<file path="config.mk">
export PLATFORM = sky130hd
export DESIGN_NAME = kudu_stats_ctrl
export DESIGN_NICKNAME = d
export VERILOG_FILES = /design/src/rtl/kudu_stats_ctrl.sv
export SDC_FILE = /design/constraint.sdc
export NUM_CORES = 1
export LEC_CHECK = 0
export ABC_AREA = 1
export BUFFER_PORTS_ARGS = -buffer_cell sky130_fd_sc_hd__clkbuf_2
export CAP_MARGIN = 0
export CORE_MARGIN = 2
export CORE_UTILIZATION = 41
export DETAILED_ROUTE_END_ITERATION = 10
export GPL_TIMING_DRIVEN = 0
export PLACE_DENSITY_LB_ADDON = 0.05
export SLEW_MARGIN = 10
export SYNTH_ARGS = -nofsm -noshare
export SYNTH_HDL_FRONTEND = slang
export SYNTH_SLANG_ARGS = --single-unit
</file>
<file path="constraint.sdc">
create_clock -name clk_i -period 2.1 [get_ports clk_i]
set_input_delay 0.525 -clock clk_i [delete_from_list [all_inputs] [get_ports clk_i]]
set_output_delay 0.525 -clock clk_i [all_outputs]
set_load 0.02 [all_outputs]
</file>
<file path="src/rtl/kudu_stats_ctrl.sv">
// Snoops core stores to CMD_ADDR, queues START/STOP/PRINT commands and replays them to the stats
// collector as a one-cycle start_stop toggle pulse or a PRINT_HOLD-cycle print_req level pulse.
module kudu_stats_ctrl #(
  parameter logic [31:0] CMD_ADDR   = 32'h8000_0010,
  parameter int          FIFO_DEPTH = 4,
  parameter int          PRINT_HOLD = 4,
  parameter int          PRINT_GAP  = 2
) (
  input  logic        clk_i,
  input  logic        rst_i,
  input  logic        data_req_i,
  input  logic        data_gnt_i,
  input  logic        data_we_i,
  input  logic [31:0] data_addr_i,
  input  logic [31:0] data_wdata_i,
  output logic        start_stop_o,
  output logic        print_req_o,
  output logic        cnt_en_o,
  output logic        busy_o,
  output logic        cmd_drop_o
);

  localparam int AW = $clog2(FIFO_DEPTH);
  localparam int HW = $clog2((PRINT_HOLD > PRINT_GAP ? PRINT_HOLD : PRINT_GAP) + 1);
  localparam logic [AW:0]   FULL_CNT  = (AW+1)'(FIFO_DEPTH);
  localparam logic [HW-1:0] HOLD_INIT = HW'(PRINT_HOLD - 1);
  localparam logic [HW-1:0] GAP_INIT  = HW'(PRINT_GAP - 1);
  localparam logic [1:0]    CMD_START = 2'd1;
  localparam logic [1:0]    CMD_STOP  = 2'd2;
  localparam logic [1:0]    CMD_PRINT = 2'd3;

  typedef enum logic [1:0] {IDLE, PULSE, PRINT_HI, PRINT_LO} state_t;

  state_t        state_q, state_d;
  logic [HW-1:0] hold_q, hold_d;
  logic [1:0]    mem_q [FIFO_DEPTH];
  logic [AW-1:0] wr_ptr_q, rd_ptr_q;
  logic [AW:0]   count_q, count_d;
  logic          cnt_en_q, busy_q, drop_q;
  logic          capture, push_req, push, pop;
  logic [1:0]    head;

  assign capture  = data_req_i & data_gnt_i & data_we_i & (data_addr_i == CMD_ADDR);
  assign push_req = capture & (data_wdata_i[1:0] != 2'd0);
  assign pop      = (state_q == IDLE) & (count_q != '0);
  // A full queue still accepts a push when the head leaves in the same cycle.
  assign push     = push_req & ((count_q < FULL_CNT) | pop);
  assign head     = mem_q[rd_ptr_q];

  always_comb begin
    count_d = count_q;
    case ({push, pop})
      2'b10:   count_d = count_q + (AW+1)'(1);
      2'b01:   count_d = count_q - (AW+1)'(1);
      default: count_d = count_q;
    endcase
  end

  always_ff @(posedge clk_i or posedge rst_i) begin
    if (rst_i) begin
      wr_ptr_q <= '0;
      rd_ptr_q <= '0;
      count_q  <= '0;
      drop_q   <= 1'b0;
    end else begin
      if (push) wr_ptr_q <= wr_ptr_q + AW'(1);
      if (pop)  rd_ptr_q <= rd_ptr_q + AW'(1);
      count_q <= count_d;
      drop_q  <= push_req & ~push;
    end
  end

  always_ff @(posedge clk_i) begin
    if (push) mem_q[wr_ptr_q] <= data_wdata_i[1:0];
  end

  always_ff @(posedge clk_i or posedge rst_i) begin
    if (rst_i) begin
      state_q  <= IDLE;
      hold_q   <= '0;
      cnt_en_q <= 1'b0;
      busy_q   <= 1'b0;
    end else begin
      state_q  <= state_d;
      hold_q   <= hold_d;
      cnt_en_q <= cnt_en_q ^ (state_q == PULSE);
      busy_q   <= (state_d != IDLE) | (count_d != '0);
    end
  end

  always_comb begin
    state_d = state_q;
    hold_d  = hold_q;
    case (state_q)
      IDLE: begin
        // Redundant START/STOP is popped without leaving IDLE so the toggle stays in sync.
        if (pop) begin
          case (head)
            CMD_START: if (!cnt_en_q) state_d = PULSE;
            CMD_STOP:  if (cnt_en_q)  state_d = PULSE;
            CMD_PRINT: begin
              state_d = PRINT_HI;
              hold_d  = HOLD_INIT;
            end
            default: state_d = IDLE;
          endcase
        end
      end
      PULSE: state_d = IDLE;
      PRINT_HI: begin
        if (hold_q == '0) begin
          state_d = PRINT_LO;
          hold_d  = GAP_INIT;
        end else begin
          hold_d = hold_q - HW'(1);
        end
      end
      PRINT_LO: begin
        if (hold_q == '0) state_d = IDLE;
        else              hold_d  = hold_q - HW'(1);
      end
      default: state_d = IDLE;
    endcase
  end

  always_comb begin
    start_stop_o = (state_q == PULSE);
    print_req_o  = (state_q == PRINT_HI);
    cnt_en_o     = cnt_en_q;
    busy_o       = busy_q;
    cmd_drop_o   = drop_q;
  end

endmodule

</file>
# Word level (Yosys, flattened, before mapping)
# Memories as Yosys holds them, arrays and structs flattened.
# Cells that the tools add are included.
dict set report classes {
  n_addsub 5
  magnitude_cmp 1
  eq_ne 12
  muxes 15
  bitwise 11
  reduce_logical 8
}
# cell count
set ops {}
lappend ops {{$eq A32 B32 Y1 const B} 1}
lappend ops {{$mux W3} 4}
lappend ops {{$eq A2 B2 Y1 const B} 5}
lappend ops {{$mux W2} 5}
lappend ops {{$pmux W3 S3} 1}
lappend ops {{$reduce_bool A3 Y1} 3}
lappend ops {{$pmux W2 S4} 1}
lappend ops {{$and A1 B1 Y1} 7}
lappend ops {{$eq A2 B1 Y1 const B} 3}
lappend ops {{$pmux W2 S3} 1}
lappend ops {{$pmux W3 S2} 1}
lappend ops {{$sub A3 B1 Y3 const B} 2}
lappend ops {{$add A2 B1 Y2 const B} 2}
lappend ops {{$ne A2 B2 Y1 const B} 2}
lappend ops {{$reduce_and A4 Y1} 1}
lappend ops {{$reduce_bool A2 Y1} 2}
lappend ops {{$add A3 B1 Y3 const B} 1}
lappend ops {{$logic_not A3 Y1} 1}
lappend ops {{$lt A3 B3 Y1 const B} 1}
lappend ops {{$logic_not A2 Y1} 1}
lappend ops {{$mux W1} 2}
lappend ops {{$ne A2 B1 Y1 const B} 1}
lappend ops {{$or A1 B1 Y1} 2}
lappend ops {{$not A1 Y1} 1}
lappend ops {{$xor A1 B1 Y1} 1}
dict set report word_totals {
  register_bits 15
  ramBits 8
  in_bits 69
  output_inout_bits 5
  word_cells 61
  n_memories 1
}
# name words width read_ports rd_ports_with_merged_regs wr line_no
set memory_table {}
lappend memory_table {mem_q 4 2 1 0 1 36} ;# logic [1:0] mem_q [FIFO_DEPTH];

# Logic depth before layout (Yosys ltp)
# Gate-level depths: netlist of run 1.
dict set report depth {
  depth_word 9
  mapped_depth 18
  ltp_nobuf 18
}

# Worst setup path after synthesis of run 1
# No wires, ideal clock.
dict set report synth_path {
  path_kind {input to register}
  startpoint {in data_addr_i[2]}
  endpoint {reg busy_q, in the netlist busy_o}
  setup_time_ps 65
  arrival_ps 2170
  required_ps 2035
  slack_ps -135
  stages 13
  path_buffers 0
  path_cell_list {nor2_1 nand3b_1 nor2_1 nand2_1 nor2_2 nand3_2 ha_1 inv_1 fa_1 o21ai_0 or2_2 nor2_1 nand2_1}
}
dict set report synth_via {
  elab_chain_len 8
  word_cells_on_any_way 9
  cone_classes {3 x eq/ne; 1 x mux; 4 x bitwise; 1 x reduce/logical}
}
# element line_no
set synth_lines {}
lappend synth_lines {{start: declaration} 14} ;# input logic [31:0] data_addr_i,
lappend synth_lines {{$eq A32 B32 Y1 (*)} 43} ;# assign capture = data_req_i & data_gnt_i & data_we_i & (data_addr_i == CMD_ADDR);
lappend synth_lines {{$and A1 B1 Y1 (*)} 43}
lappend synth_lines {{$and A1 B1 Y1 (*)} 44} ;# assign push_req = capture & (data_wdata_i[1:0] != 2'd0);
lappend synth_lines {{$and A1 B1 Y1 (*)} 47} ;# assign push = push_req & ((count_q < FULL_CNT) | pop);
lappend synth_lines {{$eq A2 B1 Y1 / $eq A2 B2 Y1 (equally long branches)} 52} ;# case ({push, pop})
lappend synth_lines {{$pmux W3 S2 (*)} 52}
lappend synth_lines {{net count_d[1]} 38} ;# logic [AW:0] count_q, count_d;
lappend synth_lines {{$reduce_bool A3 Y1 (*)} 87} ;# busy_q <= (state_d != IDLE) | (count_d != '0);
lappend synth_lines {{$or A1 B1 Y1 (*)} 87}
lappend synth_lines {{end signal: assignment} 87}
lappend synth_lines {{end: declaration} 39} ;# logic cnt_en_q, busy_q, drop_q;
# The timed path passes the listed nets; every way through them passes the cells marked *.
# A chain may end at the register's enable or synchronous reset.

# Worst setup path after layout of run 1
dict set report layout_path {
  startpoint {in data_wdata_i[1]}
  endpoint {reg busy_q, in the netlist busy_o}
}
dict set report layout_via {
  elab_chain_len 7
  word_cells_on_any_way 8
  cone_classes {2 x eq/ne; 1 x mux; 3 x bitwise; 2 x reduce/logical}
}
# element line_no
set layout_lines {}
lappend layout_lines {{start: declaration} 15} ;# input logic [31:0] data_wdata_i,
lappend layout_lines {{$reduce_bool A2 Y1 (*)} 44}
lappend layout_lines {{$and A1 B1 Y1 (*)} 44}
lappend layout_lines {{$and A1 B1 Y1 (*)} 47}
lappend layout_lines {{$eq A2 B1 Y1 / $eq A2 B2 Y1 (equally long branches)} 52}
lappend layout_lines {{$pmux W3 S2 (*)} 52}
lappend layout_lines {{net count_d[1]} 38}
lappend layout_lines {{$reduce_bool A3 Y1 (*)} 87}
lappend layout_lines {{$or A1 B1 Y1 (*)} 87}
# Marks and branches as above.

==> flow_summary.ini, run 1 <==
[run_status]
status = completed

[critical_path]
critPathArrivalTime_ps = 2300
cp-start-kind = input pin
path_max_fanout = 5
critPathCaptureType = flop
required_ps = 2310
criticalPathCategory = input pin to flop

[final_layout]
stdcell_count = 275
syn_to_final_growth_pct = 32.19
antennaDiodeCount = 0
fin_util_pct = 56.51
layout.nets = 307
layout-drive-gt1-share_pct = 41.48
fill_cells = 328

[logic_synthesis]
ys_seq_area_share_pct = 43.16
syn_area_per_cell_um2 = 8.198
synth_top_area_share_pct = 26.32
post_synth_inst_count = 174
netlist_area_um2 = 1426
synth_area_leader_cell = dfrtp_1
synth-seq-cells = 23
synthTopCellsByArea = dfrtp_1 26%, edfxtp_1 17%, nand2_1 10%, nor2_1 7.4%, inv_1 6.6%
yosysWarningCount = 0
syn_nets = 251
netlist-cell-type-count = 31

[pwr]
ir_worst_vdd_mv = 0.2630
clock_power_share_pct = 21.8
p_sw_share_pct = 29.24
cellPowerDensity_nw_per_um2 = 494.5
intPower_w = 0.0006599
p_comb_share_pct = 24.8
pwr-share-seq_pct = 53.5
leakagePower_nw = 0.9625
p_switching_w = 0.0002726

[min_path]
min_path_type = input pin to async pin

[floorplan]
dieArea_um2 = 3966
start_util_pct = 42.74
die_w_um = 62.98
rows = 21
io_pins = 74
die_h_um = 62.98
core_area_um2 = 3337

[job]
drv_cap = 0

[grt]
antenna_found_initial = 0
grt_util_all_layers_pct = 15.36
grt_overflow_total = 0
grt_pass1_vias = 1227
grt_max_degree = 16
grt_pass1_wl_um = 4933

[routing]
antenna_left = 0
drt_iter0_markers = 40
finalWirelength_um = 2787
routed_via_density = 4.564
wire_per_inst_um = 10.13
dr.pass1.iters = 4
drc = 0
dr_total_vias = 1255

[clocking]
cts_root_buf = clkbuf_4
clock_path_buffers = 2
cts_buffers = 3
clk_latency_ps = 310
postCtsHoldBufs = 0
clk_pin_slew_worst_paths_ps = 130
cts_tree = built
cts_htree_levels = 1
clock_sinks = 23

[timing]
hold_viol_final = 0
period_share_pct = 99.17
max_slew.worst_pin.slew_ps = 625.3
max_slew_margin_pct = 58.27
report.final.slew_viol_count = 0
rsz0062_at_grt = true
setup_viol = 0
fin_crit_ps = 2083
setup_slack_ps = 17.36
finClkSkew_ps = 13.43
max_clock_freq_mhz = 480.2
hold_ws_ps = 245.7

[place]
dp_hpwl_um = 2247
dp.cells = 263
portBuffers = 43
gp_congestion = 0.7896
pre_cts_slack_ps = -421.9
[cells by family after synthesis]
group	synth area share, %
xor+xnor	2.457
buf+inv	8.860
fa+ha+maj	7.544
simple gates	33.42
flops	43.16
compound gates	4.562
[cell type report]
type                       instances  area (um^2)  area share, %
buffer                             1        11.26         0.5972
clock buffer                       4        26.28          1.393
sequential                        23        615.6          32.65
multi-input combinational        121        765.7          40.61
timing repair buffer              51        291.5          15.46
tap                               46        57.56          3.052
inverter                          29        117.6          6.238
[registers in the layout (all words and copies together) (netlist names)]
register	cells
count_q	3
state_q	2
mem_q	8
busy_o	1
hold_q	3
cmd_drop_o	1
cnt_en_o	1
wr_ptr_q	2
rd_ptr_q	2
[layout by cell type (no fill, tap or decap), drive strengths merged]
cell type / netlist / routed
ha: 7 / 7
nand2: 46 / 46
inv: 28 / 28
nor2: 30 / 30
o21ai: 6 / 6
xor2: 2 / 2
xnor2: 2 / 2
fa: 1 / 1
or2: 2 / 2
nor3: 2 / 2
buf: 1 / 11
a21oi: 1 / 1
clkbuf: 0 / 45
edfxtp: 8 / 8
dfrtp: 15 / 15
nand3b: 1 / 1
a211oi: 1 / 1
nand3: 14 / 14
clkinv: 1 / 1
nand4: 5 / 5
o211ai: 1 / 1
[synthesized netlist by cell type, drive strengths merged]
master  count
nand2      46
nor2       30
inv        28
dfrtp      15
nand3      14
edfxtp      8
ha          7
o21ai       6
nand4       5
nor3        2
or2         2
xnor2       2
xor2        2
a211oi      1
a21oi       1
buf         1
clkinv      1
fa          1
nand3b      1
o211ai      1
[what timing repair did]
item                       4_1_cts  5_1_grt
setup endpoints to repair        1        1
gates resized for setup          4       26
setup buffers                    5        3
pin swaps                        1       14
[power by group through the flow]
stage / clock [W] / combinational (W) / sequential (W)
2_1_floorplan: 0 / 0.000102 / 0.000526
3_3_place_gp: 0 / 0.000188 / 0.000511
3_5_place_dp: 0 / 0.000193 / 0.000512
4_1_cts: 0.000208 / 0.000221 / 0.000499
5_1_grt: 0.000235 / 0.000257 / 0.000504
6_report: 0.000203 / 0.000231 / 0.000499
[critical path: stages]
cell and delay (ps):
buf_8 100, o211ai_1 270, nor2_4 90, nand3_4 100, ha_4 160, inv_4 40, fa_2 560, o21ai_2 60
or2_4 250, nor2_2 80, nand2_1 60
[final timing paths]
check | depth (start not counted) | startpoint | slack, ps | endpoint
min | 2 | rst_i | 250 | cmd_drop_o
max reg2reg | 11 | state_q[0] | 60 | busy_o
max in group asynchronous | 2 | rst_i | 1440 | cnt_en_o
min in group clk_i | 1 | data_wdata_i[1] | 400 | mem_q[0][1]
max | 11 | data_wdata_i[1] | 20 | busy_o
min reg2reg | 1 | cnt_en_o | 520 | cnt_en_o
[metrics by stage]
step | instance area, um^2 | total power (W) | TNS (ps)
after floorplan | 1439 | 0.0006281 | -82.46
after global placement | 1712 | 0.0006987 | -582.5
after detailed placement | 1712 | 0.0007050 | -723.6
after CTS | 1795 | 0.0009273 | 0
after global routing | 1886 | 0.0009963 | -129.4
final | 1886 | 0.0009325 | 0
[per-layer routing]
metal	wire length, um	up-vias	track usage [%]	share of wire, %
met5	0	-	0	0
met4	16	0	3.333	0.57
li1	-	658	-	-
met3	123	2	2.342	4.4
met2	1425	32	28.32	51
met1	1222	563	18.71	44
Note: power is estimated with default switching activity, not from simulation.
==> inputs of run 2 (changes only) <==
Settings changed: PLACE_DENSITY from default to 0.79, PLACE_DENSITY_LB_ADDON 0.05 to default.
==> run 2 against run 1 <==
Effect of this change: clock-buffer cell count down 1; via count grew 0.72%; worst setup slack improved by 39 ps; largest cell class unchanged.
==> flow_summary.ini, run 2 (synthesized netlist as in run 1, its figures left out) <==
[final_layout]
final_common_cell = clkbuf_2
antennaDiodeCount = 0
largest_reg_flops = 8
mostFrequentLayoutCells = 41 x clkbuf_2, 34 x nand2_1, 24 x nor2_1
fin_util_pct = 56.39
layout-drive-gt1-share_pct = 41.48
regMostFlops = mem_q
syn_to_final_growth_pct = 31.93
reg_top3 = mem_q (8), count_q (3), hold_q (3)
layout.nets = 307

[run_status]
status = completed

[floorplan]
die_h_um = 62.98
io_pins = 74
die_w_um = 62.98
dieArea_um2 = 3966
start_util_pct = 42.74
core_area_um2 = 3337
rows = 21

[critical_path]
required_ps = 2320
cpMaxStageDelayCell = fa_2
path_max_fanout = 5
critPathArrivalTime_ps = 2260
critPathLaunch = data_wdata_i[0]
crit_path_cell_trace = buf_4, o211ai_1, nor2_4, nand3_4, ha_4, inv_4, fa_2, o21ai_1, or2_4, nor2_2, nand2_1
critical_path_buf_inv_count = 2
ff2ff_setup_slack_ps = 80
critPathTopFamily = adder cells
worst_path_largest_cell_delay_ps = 520
timing.rr.start = state_q[0]
rr_worst_depth = 11
regToRegEndpoint = busy_o
criticalPathCategory = input pin to flop
critPathCaptureType = flop
cp-start-kind = input pin

[timing]
setup_viol = 0
fin_crit_ps = 2043
max_slew_margin_pct = 62.06
report.final.slew_viol_count = 0
hold_viol_final = 0
max_slew.worst_pin.slew_ps = 568.5
tns_ps = 0
rsz0062_at_grt = true
period_share_pct = 97.30
finClkSkew_ps = 15.76
max_clock_freq_mhz = 489.4
hold_ws_ps = 216.9

[routing]
finalWirelength_um = 2612
highest_layer = met4
drt_iter0_markers = 32
wl_met1_um = 1114
met3RoutedLength_um = 84
drc = 0
antenna_left = 0
wl_met2_um = 1381
dr_total_vias = 1264
dr.pass1.iters = 4
routed_via_density = 4.596
wire_per_inst_um = 9.498

[job]
drv_cap = 0

[pwr]
pwr-share-seq_pct = 54.0
leakagePower_nw = 0.9708
ir_worst_vdd_mv = 0.1834
p_sw_share_pct = 29.53
p_comb_share_pct = 24.0
finalPower_w = 0.0009243
cellPowerDensity_nw_per_um2 = 491.2
intPower_w = 0.0006514
clock_power_share_pct = 22.0
p_switching_w = 0.0002729

[clocking]
clk_latency_ps = 310
cts_htree_levels = 1
cts_tree = built
clock_sinks = 23
cts_root_buf = clkbuf_4
clock_path_buffers = 2
cts_buffers = 3
clk_pin_slew_worst_paths_ps = 130

[grt]
grt_overflow_total = 0
grt_pass1_wl_um = 4892
grt_pass1_vias = 1235
grt_max_degree = 16
antenna_found_initial = 0
grt_util_all_layers_pct = 15.03

[place]
portBuffers = 43
dp_hpwl_um = 2121
gp_congestion = 0.7572

[min_path]
min_path_type = input pin to async pin
-- run 2: changes by cell type in the layout (fill, tap and decap cells not counted), sizes merged --
cell and change:
inv +1, clkbuf -1
-- run 2: worst max-delay path by stage --
stage | end | slack [ps] | cells past startpoint
after floorplan | busy_o | -80 | 18
after global placement | busy_o | -350 | 11
after detailed placement | busy_o | -460 | 19
after CTS | busy_o | 6 | 11
after global routing | busy_o | -40 | 19
final | busy_o | 60 | 11
-- run 2: power by group through the flow --
stage	registers [W]	clock network (W)	logic, W
after floorplan	0.000526	0	0.000102
after global placement	0.000511	0	0.000186
after detailed placement	0.000512	0	0.000189
after CTS	0.000498	0.000208	0.000210
after global routing	0.000504	0.000226	0.000250
final	0.000499	0.000203	0.000222
-- run 2: through the flow --
step,instances,setup slack [ps],cell area (um^2)
2_1_floorplan,174,-82.46,1439
3_3_place_gp,263,-351.0,1712
3_5_place_dp,263,-462.0,1712
4_1_cts,272,6.122,1802
5_1_grt,275,-41.49,1882
6_report,275,56.61,1882
-- run 2: area by class of cell --
cell class                 count  area, um^2
buffer                         1       11.26
clock buffer                   3       22.52
clock inverter                 1       5.005
fill                         307        1455
inverter                      29       118.9
multi-input combinational    121       767.0
sequential                    23       615.6
tap                           46       57.56
timing repair buffer          51       284.0
-- run 2: per-layer routing --
metal  track usage (%)  vias up
met1             17.15      580
met5                 0        -
li1                  -      655
met2             28.72       25
met4             5.000        0
met3             1.622        4
-- run 2: repair_timing --
action | CTS | global route
endpoints found under the setup margin | 1 | 1
pin swaps | 5 | 13
hold buffers | 0 | 0
gates resized for setup | 6 | 21
buffers inserted | 5 | 3
==> inputs of run 3 (changes only) <==
Settings changed: CELL_PAD_IN_SITES_DETAIL_PLACEMENT from default to 1, CELL_PAD_IN_SITES_GLOBAL_PLACEMENT from default to 1, CORE_UTILIZATION 41 to 28, PLACE_DENSITY 0.79 to 0.78.
==> run 3 against run 2 <==
Effect of this change: highest routed layer unchanged; clock skew fell by 5.0 ps; clock-buffer cell count is the same; sequential share of layout area decreased by 0.47 points; the flow now finishes with violations (negative setup slack); sequential power barely moved; design area is 1.5% higher; non-clock buffer count unchanged; global-route usage fell by 1.9 points; die area rose by 43%.
==> flow_summary.ini, run 3 (synthesized netlist as in run 1, its figures left out) <==
[critical_path]
worst_path_largest_cell_delay_ps = 530
critical_path_buf_inv_count = 2
crit_path_cell_trace = clkbuf_8, o211ai_1, nor2_4, nand3_4, ha_4, inv_4, fa_2, o21ai_2, or2_4, nor2_1, nand2_1
critPathTopFamily = adder cells
cpMaxStageDelayCell = fa_2
required_ps = 2260
cp-start-kind = input pin
path_max_fanout = 2
criticalPathCategory = input pin to flop
critPathCaptureType = flop
critPathArrivalTime_ps = 2270

[floorplan]
die_h_um = 75.38
rows = 25
dieArea_um2 = 5681
start_util_pct = 29.61
core_area_um2 = 4817
die_w_um = 75.38
io_pins = 74

[job]
drv_cap = 0

[pwr]
ir_worst_vdd_mv = 0.2460
finalPower_w = 0.001001
cellPowerDensity_nw_per_um2 = 524.4
leakagePower_nw = 0.9619

[routing]
drt_iter0_markers = 34
antenna_left = 0
routed_via_density = 4.355
dr_total_vias = 1289
finalWirelength_um = 3370
drc = 0
wire_per_inst_um = 11.39
dr.pass1.iters = 3

[timing]
hold_viol_final = 0
max_slew.worst_pin.slew_ps = 579.8
max_slew_margin_pct = 61.30
report.final.slew_viol_count = 0
tns_ps = -7.865
max_clock_freq_mhz = 474.4
setup_slack_ps = -7.865
setup_viol = 1
rsz0062_at_grt = true
period_share_pct = 100.4
fin_crit_ps = 2108
finClkSkew_ps = 10.78

[min_path]
min_path_type = input pin to async pin

[clocking]
cts_root_buf = clkbuf_8
clock_sinks = 23
clk_latency_ps = 270
clock_path_buffers = 2
cts_htree_levels = 1
clk_pin_slew_worst_paths_ps = 90
cts_buffers = 3
cts_tree = built

[grt]
grt_pass1_wl_um = 5782
grt_pass1_vias = 1354
grt_overflow_total = 0
grt_util_all_layers_pct = 13.08
antenna_found_initial = 0
grt_max_degree = 16

[place]
dp.cells = 284
placed_cell_area_um2 = 1738
portBuffers = 43
dp_hpwl_um = 2688
gp_congestion = 0.7813
pre_cts_slack_ps = -445.9

[final_layout]
syn_to_final_growth_pct = 33.86
final_common_cell = clkbuf_2
reg_top3 = mem_q (8), count_q (3), hold_q (3)
mostFrequentLayoutCells = 40 x clkbuf_2, 38 x nand2_1, 26 x nor2_1
postLayoutCellArea_um2 = 1909
largest_reg_flops = 8
layout.nets = 307
antennaDiodeCount = 0
stdcell_count = 296
regMostFlops = mem_q
layout-drive-gt1-share_pct = 37.55

[run_status]
violations = negative setup slack
status = complete, but fails checks
[run 3: cell types whose count changed in the layout (fill, tap and decap cells not counted), moves of 3 or more]
cell      before  now
clkbuf_4       3    0
clkbuf_8       0    5
nand2_1       34   38
nand2_2        9    6
[run 3: layout make-up]
type / instances / area [um^2]
fill: 621 / 2908
multi-input combinational: 121 / 735.7
sequential: 23 / 615.6
timing repair buffer: 51 / 299.0
inverter: 29 / 117.6
tap: 67 / 83.83
clock buffer: 3 / 41.29
buffer: 1 / 11.26
clock inverter: 1 / 5.005
[run 3: per-layer routing]
layer / wire, um / share of wire, % / up-vias / GRT usage [%]
li1: - / - / 658 / -
met1: 1368 / 41 / 603 / 15.28
met2: 1852 / 55 / 24 / 24.44
met3: 97 / 2.9 / 4 / 1.323
met4: 53 / 1.6 / 0 / 5.068
met5: 0 / 0 / - / 0
[run 3: timing repair]
action,4_1_cts,5_1_grt
endpoints found under the setup margin,1,1
buffers inserted,6,2
gates resized for setup,11,4
hold buffers,0,0
pin swaps,9,2
gates cloned,0,0
[run 3: power breakdown]
group          total, W  internal (W)  switching, W
sequential     0.000500      0.000485     0.0000151
combinational  0.000222     0.0000927      0.000129
clock          0.000279      0.000133      0.000147
total           0.00100      0.000710      0.000291
[run 3: path summary, 6_finish.rpt]
path / start / end / slack [ps] / cells past startpoint
max: data_wdata_i[1] / busy_o / -8 / 11
min: rst_i / count_q[2] / 280 / 2
max reg2reg: state_q[1] / busy_o / 0 / 10
min reg2reg: cnt_en_o / cnt_en_o / 520 / 1
max in group asynchronous: rst_i / wr_ptr_q[0] / 1430 / 2
min in group clk_i: data_wdata_i[0] / mem_q[0][0] / 480 / 1
[run 3: metrics by stage]
step / hold WS [ps] / utilization (%)
CTS: 306.2 / 38.99
global placement: 506.0 / 36.08
finish: 280.4 / 39.64
global route: 325.5 / 39.64
detailed placement: 504.5 / 36.08
floorplan: 426.5 / -
